### src/rtl/jtopl_pkg.sv
// Shared encodings and default chip timings for the OPL register-port write sequencer.
package jtopl_pkg;

  localparam logic [2:0] ST_IDLE  = 3'd0;
  localparam logic [2:0] ST_ADDR  = 3'd1;
  localparam logic [2:0] ST_AWAIT = 3'd2;
  localparam logic [2:0] ST_DATA  = 3'd3;
  localparam logic [2:0] ST_DWAIT = 3'd4;

  localparam int OPL_ADDR_WAIT = 12;
  localparam int OPL_DATA_WAIT = 84;

  typedef struct packed {
    logic [7:0] regn;
    logic [7:0] val;
  } wr_req_t;

endpackage

### src/rtl/jtopl_wrseq_fifo.sv
// Small synchronous FIFO; a push while full is dropped and reported on 'drop'.
module jtopl_wrseq_fifo #(
  parameter int AW = 3,
  parameter int DW = 16
) (
  input  logic          clk,
  input  logic          rst,
  input  logic          push,
  input  logic          pop,
  input  logic [DW-1:0] din,
  output logic [DW-1:0] dout,
  output logic [AW:0]   level,
  output logic          full,
  output logic          empty,
  output logic          drop
);

  localparam int DEPTH = 1 << AW;

  logic [DW-1:0] mem [DEPTH];
  logic [AW-1:0] wr_ptr;
  logic [AW-1:0] rd_ptr;
  logic          do_push;
  logic          do_pop;

  // full comes from the registered level, so a same-cycle pop cannot make room
  assign full    = (level == (AW+1)'(DEPTH));
  assign empty   = (level == '0);
  assign do_push = push && !full;
  assign do_pop  = pop && !empty;
  assign drop    = push && full;
  assign dout    = mem[rd_ptr];

  always_ff @(posedge clk or posedge rst) begin
    if (rst) begin
      wr_ptr <= '0;
      rd_ptr <= '0;
      level  <= '0;
    end else begin
      if (do_push) wr_ptr <= wr_ptr + 1'b1;
      if (do_pop)  rd_ptr <= rd_ptr + 1'b1;
      case ({do_push, do_pop})
        2'b10:   level <= level + 1'b1;
        2'b01:   level <= level - 1'b1;
        default: level <= level;
      endcase
    end
  end

  always_ff @(posedge clk) begin
    if (do_push) mem[wr_ptr] <= din;
  end

endmodule

### src/rtl/jtopl_wrseq.sv
// Replays queued (register, value) writes onto the OPL pins as address/data
// phase strobes, holding the chip's busy time after each phase.
module jtopl_wrseq
  import jtopl_pkg::*;
#(
  parameter int AW        = 3,
  parameter int ADDR_WAIT = OPL_ADDR_WAIT,
  parameter int DATA_WAIT = OPL_DATA_WAIT,
  parameter int SKIP_ADDR = 1
) (
  input  logic          clk,
  input  logic          rst,
  input  logic          cen,
  input  logic          req_we,
  input  logic [7:0]    req_reg,
  input  logic [7:0]    req_val,
  input  logic          clr_ovf,
  output logic          full,
  output logic [AW:0]   level,
  output logic          busy,
  output logic          ovf,
  output logic          opl_write,
  output logic          opl_addr,
  output logic [7:0]    opl_din
);

  if (ADDR_WAIT < 0 || ADDR_WAIT > 255) begin : g_bad_addr_wait
    $error("jtopl_wrseq: ADDR_WAIT=%0d does not fit the 8-bit wait counter", ADDR_WAIT);
  end
  if (DATA_WAIT < 0 || DATA_WAIT > 255) begin : g_bad_data_wait
    $error("jtopl_wrseq: DATA_WAIT=%0d does not fit the 8-bit wait counter", DATA_WAIT);
  end

  logic [2:0] state;
  logic [2:0] state_nxt;
  logic [7:0] cnt;
  logic [7:0] hold_reg;
  logic [7:0] hold_val;
  logic [7:0] last_reg;
  logic       last_valid;
  logic       pop;
  logic       fifo_empty;
  logic       fifo_drop;
  wr_req_t    fifo_din;
  wr_req_t    fifo_dout;

  assign fifo_din = '{regn: req_reg, val: req_val};

  jtopl_wrseq_fifo #(.AW(AW), .DW(16)) u_fifo (
    .clk   (clk),
    .rst   (rst),
    .push  (req_we),
    .pop   (pop),
    .din   (fifo_din),
    .dout  (fifo_dout),
    .level (level),
    .full  (full),
    .empty (fifo_empty),
    .drop  (fifo_drop)
  );

  always_ff @(posedge clk or posedge rst) begin
    if (rst) state <= ST_IDLE;
    else     state <= state_nxt;
  end

  // The address phase is skipped when the chip already has this register selected
  always_comb begin
    state_nxt = state;
    pop       = 1'b0;
    case (state)
      ST_IDLE: begin
        if (!fifo_empty) begin
          pop = 1'b1;
          if (SKIP_ADDR != 0 && last_valid && fifo_dout.regn == last_reg)
            state_nxt = ST_DATA;
          else
            state_nxt = ST_ADDR;
        end
      end
      ST_ADDR:  state_nxt = ST_AWAIT;
      ST_AWAIT: if (cnt == 8'd0) state_nxt = ST_DATA;
      ST_DATA:  state_nxt = ST_DWAIT;
      ST_DWAIT: if (cnt == 8'd0) state_nxt = ST_IDLE;
      default:  state_nxt = ST_IDLE;
    endcase
  end

  always_ff @(posedge clk or posedge rst) begin
    if (rst) begin
      cnt        <= 8'd0;
      hold_reg   <= 8'd0;
      hold_val   <= 8'd0;
      last_reg   <= 8'd0;
      last_valid <= 1'b0;
      ovf        <= 1'b0;
    end else begin
      if (pop) begin
        hold_reg <= fifo_dout.regn;
        hold_val <= fifo_dout.val;
      end
      case (state)
        ST_ADDR: begin
          cnt        <= 8'(ADDR_WAIT);
          last_reg   <= hold_reg;
          last_valid <= 1'b1;
        end
        ST_DATA: cnt <= 8'(DATA_WAIT);
        ST_AWAIT, ST_DWAIT: if (cen && cnt != 8'd0) cnt <= cnt - 8'd1;
        default: cnt <= cnt;
      endcase
      // A drop in the same cycle as a clear keeps the flag set
      if (fifo_drop)    ovf <= 1'b1;
      else if (clr_ovf) ovf <= 1'b0;
    end
  end

  always_comb begin
    opl_write = 1'b0;
    opl_addr  = 1'b0;
    opl_din   = 8'd0;
    case (state)
      ST_ADDR: begin
        opl_write = 1'b1;
        opl_din   = hold_reg;
      end
      ST_DATA: begin
        opl_write = 1'b1;
        opl_addr  = 1'b1;
        opl_din   = hold_val;
      end
      default: ;
    endcase
  end

  assign busy = (state != ST_IDLE) || (level != '0);

endmodule

### config.mk
export PLATFORM = sky130hd
export DESIGN_NAME = jtopl_wrseq
export DESIGN_NICKNAME = d
export VERILOG_FILES = /design/src/rtl/jtopl_pkg.sv /design/src/rtl/jtopl_wrseq_fifo.sv /design/src/rtl/jtopl_wrseq.sv
export SDC_FILE = /design/constraint.sdc
export NUM_CORES = 1
export LEC_CHECK = 0
export BUFFER_PORTS_ARGS = -buffer_cell sky130_fd_sc_hd__buf_2
export CORE_ASPECT_RATIO = 0.8
export CORE_MARGIN = 1.5
export CORE_UTILIZATION = 45
export CTS_CLUSTER_SIZE = 25
export DETAILED_ROUTE_END_ITERATION = 7
export PLACE_DENSITY_LB_ADDON = 0.08
export SLEW_MARGIN = 20
export SYNTH_ARGS = -nofsm -noshare
export SYNTH_HDL_FRONTEND = slang
export SYNTH_SLANG_ARGS = --single-unit
### constraint.sdc
create_clock -name clk -period 3 [get_ports clk]
set_clock_uncertainty 0.1 [all_clocks]
set_input_delay 0.3 -clock clk [delete_from_list [all_inputs] [get_ports clk]]
set_output_delay 0.3 -clock clk [all_outputs]
set_load 0.05 [all_outputs]
[Yosys cells after proc, flatten, opt, wreduce, memory -nomap -nowiden]
Memory sizes are Yosys's and may differ from the RTL's.
Cells that the tools add are included.
Storage, ports and cells
  output and inout bits: 17
  bits of input ports: 21
  flip-flop bits (word level): 47
  bits in writable memories: 128
  memories: 1
  word-level logic and storage cells: 66
Memories
  u_fifo.mem: words 8, width 16, read ports 1, clocked after memory_dff 0, wr ports 1, RTL line jtopl_wrseq_fifo.sv:20  | logic [DW-1:0] mem [DEPTH];
Cells by class
  equality and inequality tests: 12
  add/sub/neg operators: 5
  reduce and logical (&&, ||, !) cells: 21
  multiplexer cells: 17
Operators with widths (number)
  8-bit one-hot mux with 3 select lines: 1
  8-bit one-hot mux with 2 select lines: 1
  3-bit one-hot mux with 5 select lines: 1
  3-bit two-way mux: 3
  8-bit == test: 1
  8-bit logical NOT: 1
  1-bit two-way mux: 8
  8-bit two-way mux: 1
  2-bit inequality test (second input constant): 4
  4-bit one-hot mux with 2 select lines: 1
  8-bit nonzero test: 1
  8-bit by 1-bit subtractor with 8-bit output (second input constant): 1
  3-bit by 1-bit adder with 3-bit output (second input constant): 2
  3-bit by 2-bit == test with 1-bit output (second input constant): 2
  3-bit nonzero test: 2
  1-bit logical AND: 5
  4-bit by 1-bit adder with 4-bit output (second input constant): 1
  4-bit == test (second input constant): 1
  4-bit logical NOT: 1
  2-bit nonzero test: 2
  4-bit nonzero test: 1
  2-bit OR reduction: 2
  4-bit by 1-bit subtractor with 4-bit output (second input constant): 1
  3-bit by 1-bit == test with 1-bit output (second input constant): 1
  9 further kinds: 10

[Logic depth before layout (Yosys ltp)]
Gate-level depths: netlist of the first run.
  depth in word-level cells: 6
  mapped depth: 12
  gate-level depth less buffers: 10

[Cells and area by module]
A second synthesis of the first run with hierarchy kept.
Unflattened totals
  cell total of the unflattened synthesis: 418
  area, all modules: 7497.2 sq um
Modules (own cells, without submodules)
  jtopl_wrseq_fifo: times used 1, area each 5564.1 sq um, cells each 255, seq. area each 4093.9 sq um
  jtopl_wrseq: times used 1, area each 1933.1 sq um, cells each 163, seq. area each 925.9 sq um

[Worst setup path before layout of the first run]
Ideal clock, no wire load.
  path type: reg-to-reg
  start: register u_fifo.level[0]
  end: register u_fifo.level[3]
  setup time: 0.145 ns
  arrival: 4.014 ns
  setup slack: -1.259 ns
  period minus slack after synthesis: 4.259 ns
  path buffers: 0
  required time: 2.755 ns
  stages on the path, launching flop included: 11
  cell sequence: dfrtp_1 > nor4b_1 > nor2b_1 > inv_1 > ha_1 > ha_1 > a21o_1 > a21oi_1 > xnor2_1 > nor2_1 > xor2_1
On the way
  elaborated cells between the ends (all ways): 14
  classes of those cells: add/sub: 2; eq/ne: 3; mux: 3; reduce/logical: 6
RTL lines
  start: declaration: RTL line jtopl_wrseq_fifo.sv:12  | output logic [AW:0] level,
  start signal: assignment: RTL line jtopl_wrseq_fifo.sv:43  | 2'b10: level <= level + 1'b1;
  start signal: assignment: RTL line jtopl_wrseq_fifo.sv:44  | 2'b01: level <= level - 1'b1;
  start signal: assignment: RTL line jtopl_wrseq_fifo.sv:45  | default: level <= level;
  4-bit == test (*): RTL line jtopl_wrseq_fifo.sv:27  | assign full = (level == (AW+1)'(DEPTH));
  via full: RTL line jtopl_wrseq.sv:18  | output logic full,
  1-bit logical NOT (*): RTL line jtopl_wrseq_fifo.sv:29  | assign do_push = push && !full;
  1-bit logical AND (*): RTL line jtopl_wrseq_fifo.sv:29
  2-bit by 1-bit == test with 1-bit output / 2-bit == test (equally long branches): RTL line jtopl_wrseq_fifo.sv:42  | case ({do_push, do_pop})
  4-bit one-hot mux with 2 select lines / 2-bit nonzero test (equally long branches)
The timed path passes the listed nets; every way through them passes the cells marked *.
A chain may end at the register's enable or synchronous reset.

[Worst setup path after layout of the first run]
  start: register u_fifo.level[0]
  end: register u_fifo.level[3]
On the way
  cells in the longest elaborated chain, start to end: 6
  elaborated cells between the ends (all ways): 14
  classes of those cells: add/sub: 2; eq/ne: 3; mux: 3; reduce/logical: 6
Ends and longest elaborated chain
  4-bit logical NOT (*): RTL line jtopl_wrseq_fifo.sv:28  | assign empty = (level == '0);
  1-bit two-way mux (*): RTL line jtopl_wrseq.sv:73  | if (!fifo_empty) begin
  1-bit two-way mux (*): RTL line jtopl_wrseq.sv:71  | case (state)
  via pop: RTL line jtopl_wrseq.sv:41  | logic pop;
  1-bit logical AND (*): RTL line jtopl_wrseq_fifo.sv:30  | assign do_pop = pop && !empty;
  2-bit by 1-bit == test with 1-bit output / 2-bit == test (equally long branches): RTL line jtopl_wrseq_fifo.sv:42
  4-bit one-hot mux with 2 select lines / 2-bit nonzero test (equally long branches)
Marked as above.

==> results of run 1 <==
[per-layer routing]
| metal | track usage | part of all wire | routed length, um |
|---|---|---|---|
| met1 | 0.247 | 0.47 | 6610 |
| met4 | 0.0803 | 0.019 | 261 |
| met3 | 0.0397 | 0.048 | 666 |
| met2 | 0.286 | 0.46 | 6440 |
| met5 | 0 | 0 | 0 |
[metrics by stage]
step / hold WS [ns] / util / setup TNS, ns / setup slack [ns] / power [W]
2_1_floorplan: 0.292 / - / -0.0322 / -0.0322 / 0.00588
3_3_place_gp: 0.374 / 0.493 / 0 / 0.422 / 0.00671
3_5_place_dp: 0.378 / 0.493 / 0 / 0.359 / 0.00676
4_1_cts: 0.0242 / 0.532 / 0 / 0.340 / 0.00898
5_1_grt: 0.0413 / 0.532 / 0 / 0.144 / 0.00937
6_report: 0.0307 / 0.532 / 0 / 0.380 / 0.00887
[synth_stat cells, types with 2 or more instances]
cell type,number,share of area
edfxtp_1,128,0.54
dfrtp_1,47,0.16
nand2_1,36,0.019
mux2i_1,29,0.041
mux4_2,28,0.088
nor2_1,26,0.014
o21ai_1,22,0.015
mux2_2,10,0.016
clkbuf_1,9,0.0047
inv_1,8,0.0042
xor2_1,8,0.0098
xnor2_1,7,0.0086
buf_2,6,0.0042
ha_1,6,0.010
nand2b_1,6,0.0052
a21oi_1,5,0.0035
nor3_1,5,0.0035
or3_1,5,0.0044
nor2b_1,4,0.0035
buf_1,2,0.0010
buf_6,2,0.0031
inv_2,2,0.0010
nand3_1,2,0.0014
o21ai_0,2,0.0014
o31ai_1,2,0.0021
o41ai_1,2,0.0024
[power breakdown]
part	switching [W]	internal [W]	total, W
combinational	0.00189	0.00130	0.00320
clock	0.000963	0.00124	0.00220
sequential	0.000311	0.00316	0.00347
[logic make-up (layout without fill, tap and decap cells)]
kind of cell	after synthesis	in the layout	share of synthesized area
compound gates	44	44	0.0393
fa+ha+maj	7	7	0.0133
mux	68	68	0.146
flops	175	175	0.701
buf+inv	29	104	0.0184
simple gates	95	95	0.0636
xor+xnor	15	15	0.0184
[cell type report]
cell class | count | area [um^2] | share of cell area
Clock buffer | 17 | 425 | 0.0511
Inverter | 10 | 38.8 | 0.00466
Sequential cell | 175 | 5020 | 0.603
Clock inverter | 15 | 161 | 0.0194
Timing Repair Buffer | 62 | 380 | 0.0457
Multi-Input combinational cell | 229 | 2030 | 0.244
Tap cell | 215 | 269 | 0.0323
[worst register-to-register path: cells and delay by family, from the launching register on]
family | cells | cell delay [ns]
buffers and inverters | 1 | 0.06
AOI/OAI and AO/OA | 2 | 0.36
adders and majority gates | 2 | 0.50
and+or+nand+nor | 3 | 0.74
xor gates and xnor gates | 2 | 0.29
DFF | 1 | 0.47
[how the worst max path moves through the flow]
stage | slack (ns) | endpoint | depth (start not counted) | start
5_1_grt | 0.14 | u_fifo.level[3]$_DFFE_PP0P_ | 10 | u_fifo.level[0]$_DFFE_PP0P_
4_1_cts | 0.34 | u_fifo.level[3]$_DFFE_PP0P_ | 10 | u_fifo.level[0]$_DFFE_PP0P_
2_1_floorplan | -0.03 | u_fifo.level[3]$_DFFE_PP0P_ | 10 | u_fifo.level[0]$_DFFE_PP0P_
6_report | 0.38 | u_fifo.level[3]$_DFFE_PP0P_ | 10 | u_fifo.level[0]$_DFFE_PP0P_
3_3_place_gp | 0.42 | u_fifo.level[3]$_DFFE_PP0P_ | 10 | u_fifo.level[0]$_DFFE_PP0P_
3_5_place_dp | 0.36 | u_fifo.level[3]$_DFFE_PP0P_ | 10 | u_fifo.level[0]$_DFFE_PP0P_
==> metrics.md, run 1 <==
| Metric | Value |
|---|---|
| Slowest CP cell | dfrtp_1 |
| GP Congestion | 0.762 |
| Post-DP Area | 0.00771 mm^2 |
| Status | completed |
| Avg Vias per Cell | 5.15 |
| Vias in the first global route | 3,779 |
| Final worst-path cycle share | 0.873 |
| Worst path bufs/invs | 1 |
| Per-cell routed wire length | 19.3 um |
| Port bufs | 37 |
| DP Cell Count | 688 |
| Most common cell after layout, fill and taps aside | edfxtp_1 |
| Chip height | 116 um |
| Drt drc | 0 |
| Total CTS buffers | 17 |
| Worst setup SP type | register |
| Most frequent cells in the layout | 128 x edfxtp_1, 47 x dfrtp_1, 37 x buf_2 |
| H-tree levels | 4 |
| Largest net degree at the start of global routing | 48 |
| Max reg flops | 128 |
| Reg clk slew, reported paths | 0.07 ns |
| Starting DRT DRC Count | 195 |
| Max FO, Critical Path | 6 |
| Hold Path Origin | req_reg[0] |
| Synth Instances | 433 |
| Root Buffer | clkbuf_16 |
| Fin. max-slew vios | 0 |
| DRT Pass-1 Iters | 4 |
| Reg2reg end | u_fifo.level[3]$_DFFE_PP0P_ |
| RSZ-0062 raised after global routing | false |
| Critical path type | reg -> reg |
| Final Hold Viols | 0 |
| Post-synth EDFFs | 128 |
| Final nets | 523 |
| CTS tree | built |
| Clock sink count | 175 |
| Clk_lat worst skew | 0.43 ns |
| Flop2flop setup slack | 0.38 ns |
| Via Count | 3,726 |
| Maximum VDD drop | 0.000408 V |
| Worst Setup End Kind | register |
| Initial Utilization | 0.458 |
| Postcts setup bufs | 0 |
| Buffer depth of the longest clock path | 2 |
| N_diodes | 0 |
| Area grow syn2layout | 16.3% |
| Cells resized by post-CTS repair | 0 |
| Most used DFF post-synth | edfxtp_1 |
| Dpl hpwl | 8790 um |
| Critical path arrival | 2.84 ns |
| Library cells used by synthesis | 50 |
| Crit path cell chain | nor4_1 -> or2_1 -> inv_2 -> ha_1 -> ha_1 -> a21o_1 -> a21oi_1 -> xnor2_1 -> nor2_1 -> xor2_1 |
| Die Area | 0.0167 mm^2 |
| Synth Cell Area | 0.00716 mm^2 |
| First-pass GRT wire length | 21,500 um |
| # setup viols final | 0 |
| FP Rows | 41 |
| Design Area, Final | 0.00833 mm^2 |
| Hold Path Sink | u_fifo.mem[1][8]$_DFFE_PP_ |
| Data required time of the worst path | 3.22 ns |
| Sequential area share after synthesis | 0.701 |
| Total gr overflow | 0 |
| Final min period | 2.62 ns |
| Hold depth | 1 |
| Layout fillers | 1,288 |
| Total GRT Usage | 0.182 |
| Mean area per synthesized cell | 16.5 um^2 |
| Leakage | 3.10 nW |
| Cell Pwr Density | 1070 mW/mm^2 |
| Final WL | 14,000 um |
| MaxCap Viol Count | 0 |
| CP top delay family | simple AND/OR/NAND/NOR gates |
| CTS hold repair buffers | 2 |
| Synthesized Nets | 461 |
| Crit-path max cell delay | 0.47 ns |
| Critical R2R Launch | u_fifo.level[0]$_DFFE_PP0P_ |
| Yosys synthesis warning count | 0 |
| Slew HR | 0.443 |
| FMAX | 0.382 GHz |
| Fin cells | 723 |
| Die outline width | 144 um |
| ANT nets after route | 0 |
| Largest Register | u_fifo.mem |
| Core ar. | 0.0156 mm^2 |
| Register bit total from synthesis | 175 |
| Cell mode on critical path | ha_1 |
| Worst min path class | in -> reg |
| Worst r2r path cells | 10 |
| Synth async-reset ratio | 0.269 |
| Initial antenna violation count | 0 |
| Share of cells above drive strength 1 | 0.274 |
| Top Ports | 38 |
| Worst-Margin Slew | 0.835 ns |
Power figures use the tool's default switching activity.
==> inputs of run 2 (changes only) <==
==> constraint.sdc (replaced) <==
create_clock -name clk -period 2.1 [get_ports clk]
set_clock_uncertainty 0.1 [all_clocks]
set_input_delay 0.21 -clock clk [delete_from_list [all_inputs] [get_ports clk]]
set_output_delay 0.21 -clock clk [all_outputs]
set_load 0.05 [all_outputs]
==> run 2 against run 1 <==
Compared with the run above: the flow now finishes with violations (setup timing); combinational power rose by 84%; routed wire length increased by 8.2%; register-to-register slack got worse by 0.61 ns; sequential power rose by 44%.
==> metrics.md, run 2 (synthesis results as in run 1) <==
| Metric | Value |
|---|---|
| Largest Register | u_fifo.mem |
| Hold Path Origin | req_we |
| Leakage | 3.46 nW |
| Port bufs | 37 |
| DP Cell Count | 721 |
| Dpl hpwl | 9280 um |
| RSZ-0062 raised after global routing | true |
| Data required time of the worst path | 2.31 ns |
| Final design utilization | 0.589 |
| Total GRT Usage | 0.196 |
| Design Area, Final | 0.00922 mm^2 |
| Worst setup SP type | register |
| H-tree levels | 4 |
| Post-DP Area | 0.00816 mm^2 |
| Critical path arrival | 2.54 ns |
| Die Area | 0.0167 mm^2 |
| Critical path type | reg -> reg |
| FMAX | 0.429 GHz |
| Critical R2R Launch | cnt[0]$_DFFE_PP0P_ |
| Buffer depth of the longest clock path | 2 |
| Final worst-path cycle share | 1.11 |
| First-pass GRT wire length | 23,400 um |
| Cell Pwr Density | 1530 mW/mm^2 |
| Status | finished with violations |
| Failing checks | setup timing |
| Via Count | 4,050 |
| N_diodes | 0 |
| Most common cell after layout, fill and taps aside | edfxtp_1 |
| Final Hold Viols | 0 |
| Initial antenna violation count | 0 |
| Area grow syn2layout | 28.8% |
| Final nets | 582 |
| Top sig layer | met4 |
| Reg clk slew, reported paths | 0.07 ns |
| Worst min path class | in -> reg |
| ANT nets after route | 0 |
| Clk_lat worst skew | 0.42 ns |
| Reg2reg end | cnt[3]$_DFFE_PP0P_ |
| Core ar. | 0.0156 mm^2 |
| Worst Setup End Kind | register |
| Total CTS buffers | 17 |
| DRT Pass-1 Iters | 4 |
| Final min period | 2.33 ns |
| Worst r2r path cells | 7 |
| Met1 WL | 7540 um |
| Hold depth | 5 |
| Clock sink count | 175 |
| Flop2flop setup slack | -0.23 ns |
| Largest net degree at the start of global routing | 35 |
| GP Congestion | 0.738 |
| Max reg flops | 128 |
| Slew HR | 0.684 |
| Met3 wire length | 463 um |
| Most frequent cells in the layout | 128 x edfxtp_1, 57 x buf_4, 41 x dfrtp_1 |
| Vias in the first global route | 4,122 |
| # setup viols final | 12 |
| Share of cells above drive strength 1 | 0.383 |
| Hold Path Sink | u_fifo.wr_ptr[1]$_DFFE_PP0P_ |
| Starting DRT DRC Count | 235 |
| Die outline width | 144 um |
| Met2 wire length | 7000 um |
| Final WL | 15,100 um |
| Worst-Margin Slew | 0.473 ns |
| Drt drc | 0 |
| Top Ports | 38 |
| Avg Vias per Cell | 5.18 |
| Max FO, Critical Path | 8 |
| Total gr overflow | 0 |
| Root Buffer | clkbuf_16 |
| Fin. max-slew vios | 0 |
| Fin cells | 782 |
| FP Rows | 41 |
| Maximum VDD drop | 0.000772 V |
| Chip height | 116 um |
| Worst setup margin | -0.231 ns |
| MaxCap Viol Count | 0 |
| CTS tree | built |
| Per-cell routed wire length | 19.3 um |
| Initial Utilization | 0.458 |
run 2: cell count changes in the layout (fill, tap and decap cells not counted), sizes merged:
cell / change
dlygate4sd3: +17
buf: +41
inv: -2
bufinv: +2
clkbuf: +1
clkinvlp: -2
clkinv: +1
bufbuf: +1
run 2: per-layer routing:
metal,vias to the layer above,GRT usage
li1,1884,-
met4,0,0.0551
met1,2097,0.289
met3,6,0.0496
met2,63,0.292
met5,-,0
run 2: repair_timing:
action	CTS	global route
buffers inserted	7	1
gates resized for setup	15	35
pin swaps	10	5
setup endpoints to repair	13	23
endpoints found under the hold margin	150	0
hold buffers	20	0
gates cloned	1	0
run 2: through the flow:
step	worst slack [ns]	setup TNS, ns	hold slack, ns	power (W)
floorplan	-0.618	-20.09	0.202	0.00853
global placement	-0.182	-1.77	0.157	0.0103
detailed placement	-0.237	-2.42	0.162	0.0104
CTS	-0.212	-1.93	0.200	0.0141
global route	-0.289	-3.01	0.239	0.0149
finish	-0.231	-2.12	0.213	0.0141
run 2: final cells by class:
type	count	area, um^2
fillers	1206	6420
flip-flops and latches	175	5030
multi-input cells	229	2220
repair buffers	121	1070
clock buffers	18	429
well taps	215	269
clock inverters	14	171
inverters	10	37.5
run 2: worst max-delay path by stage:
stage | from | end | slack [ns] | depth (start not counted)
after floorplan | u_fifo.level[2]$_DFFE_PP0P_ | u_fifo.level[3]$_DFFE_PP0P_ | -0.62 | 10
after global placement | cnt[0]$_DFFE_PP0P_ | cnt[1]$_DFFE_PP0P_ | -0.18 | 8
after detailed placement | cnt[0]$_DFFE_PP0P_ | cnt[1]$_DFFE_PP0P_ | -0.24 | 8
after CTS | cnt[1]$_DFFE_PP0P_ | cnt[3]$_DFFE_PP0P_ | -0.21 | 7
after global routing | cnt[0]$_DFFE_PP0P_ | cnt[3]$_DFFE_PP0P_ | -0.29 | 7
final | cnt[0]$_DFFE_PP0P_ | cnt[3]$_DFFE_PP0P_ | -0.23 | 7
run 2: worst max-delay path, stage by stage, from the launching register on:
cell	delay (ns)
dfrtp_1	0.40
inv_2	0.08
ha_4	0.13
or4b_4	0.45
or4_4	0.47
a31oi_4	0.32
a21oi_2	0.06
o22a_1	0.21
run 2: power breakdown:
part           switching (W)  internal [W]  leakage, nW
clock network        0.00125       0.00197        0.294
logic                0.00306       0.00282         1.44
registers           0.000481       0.00453         1.73
total                0.00478       0.00932         3.46
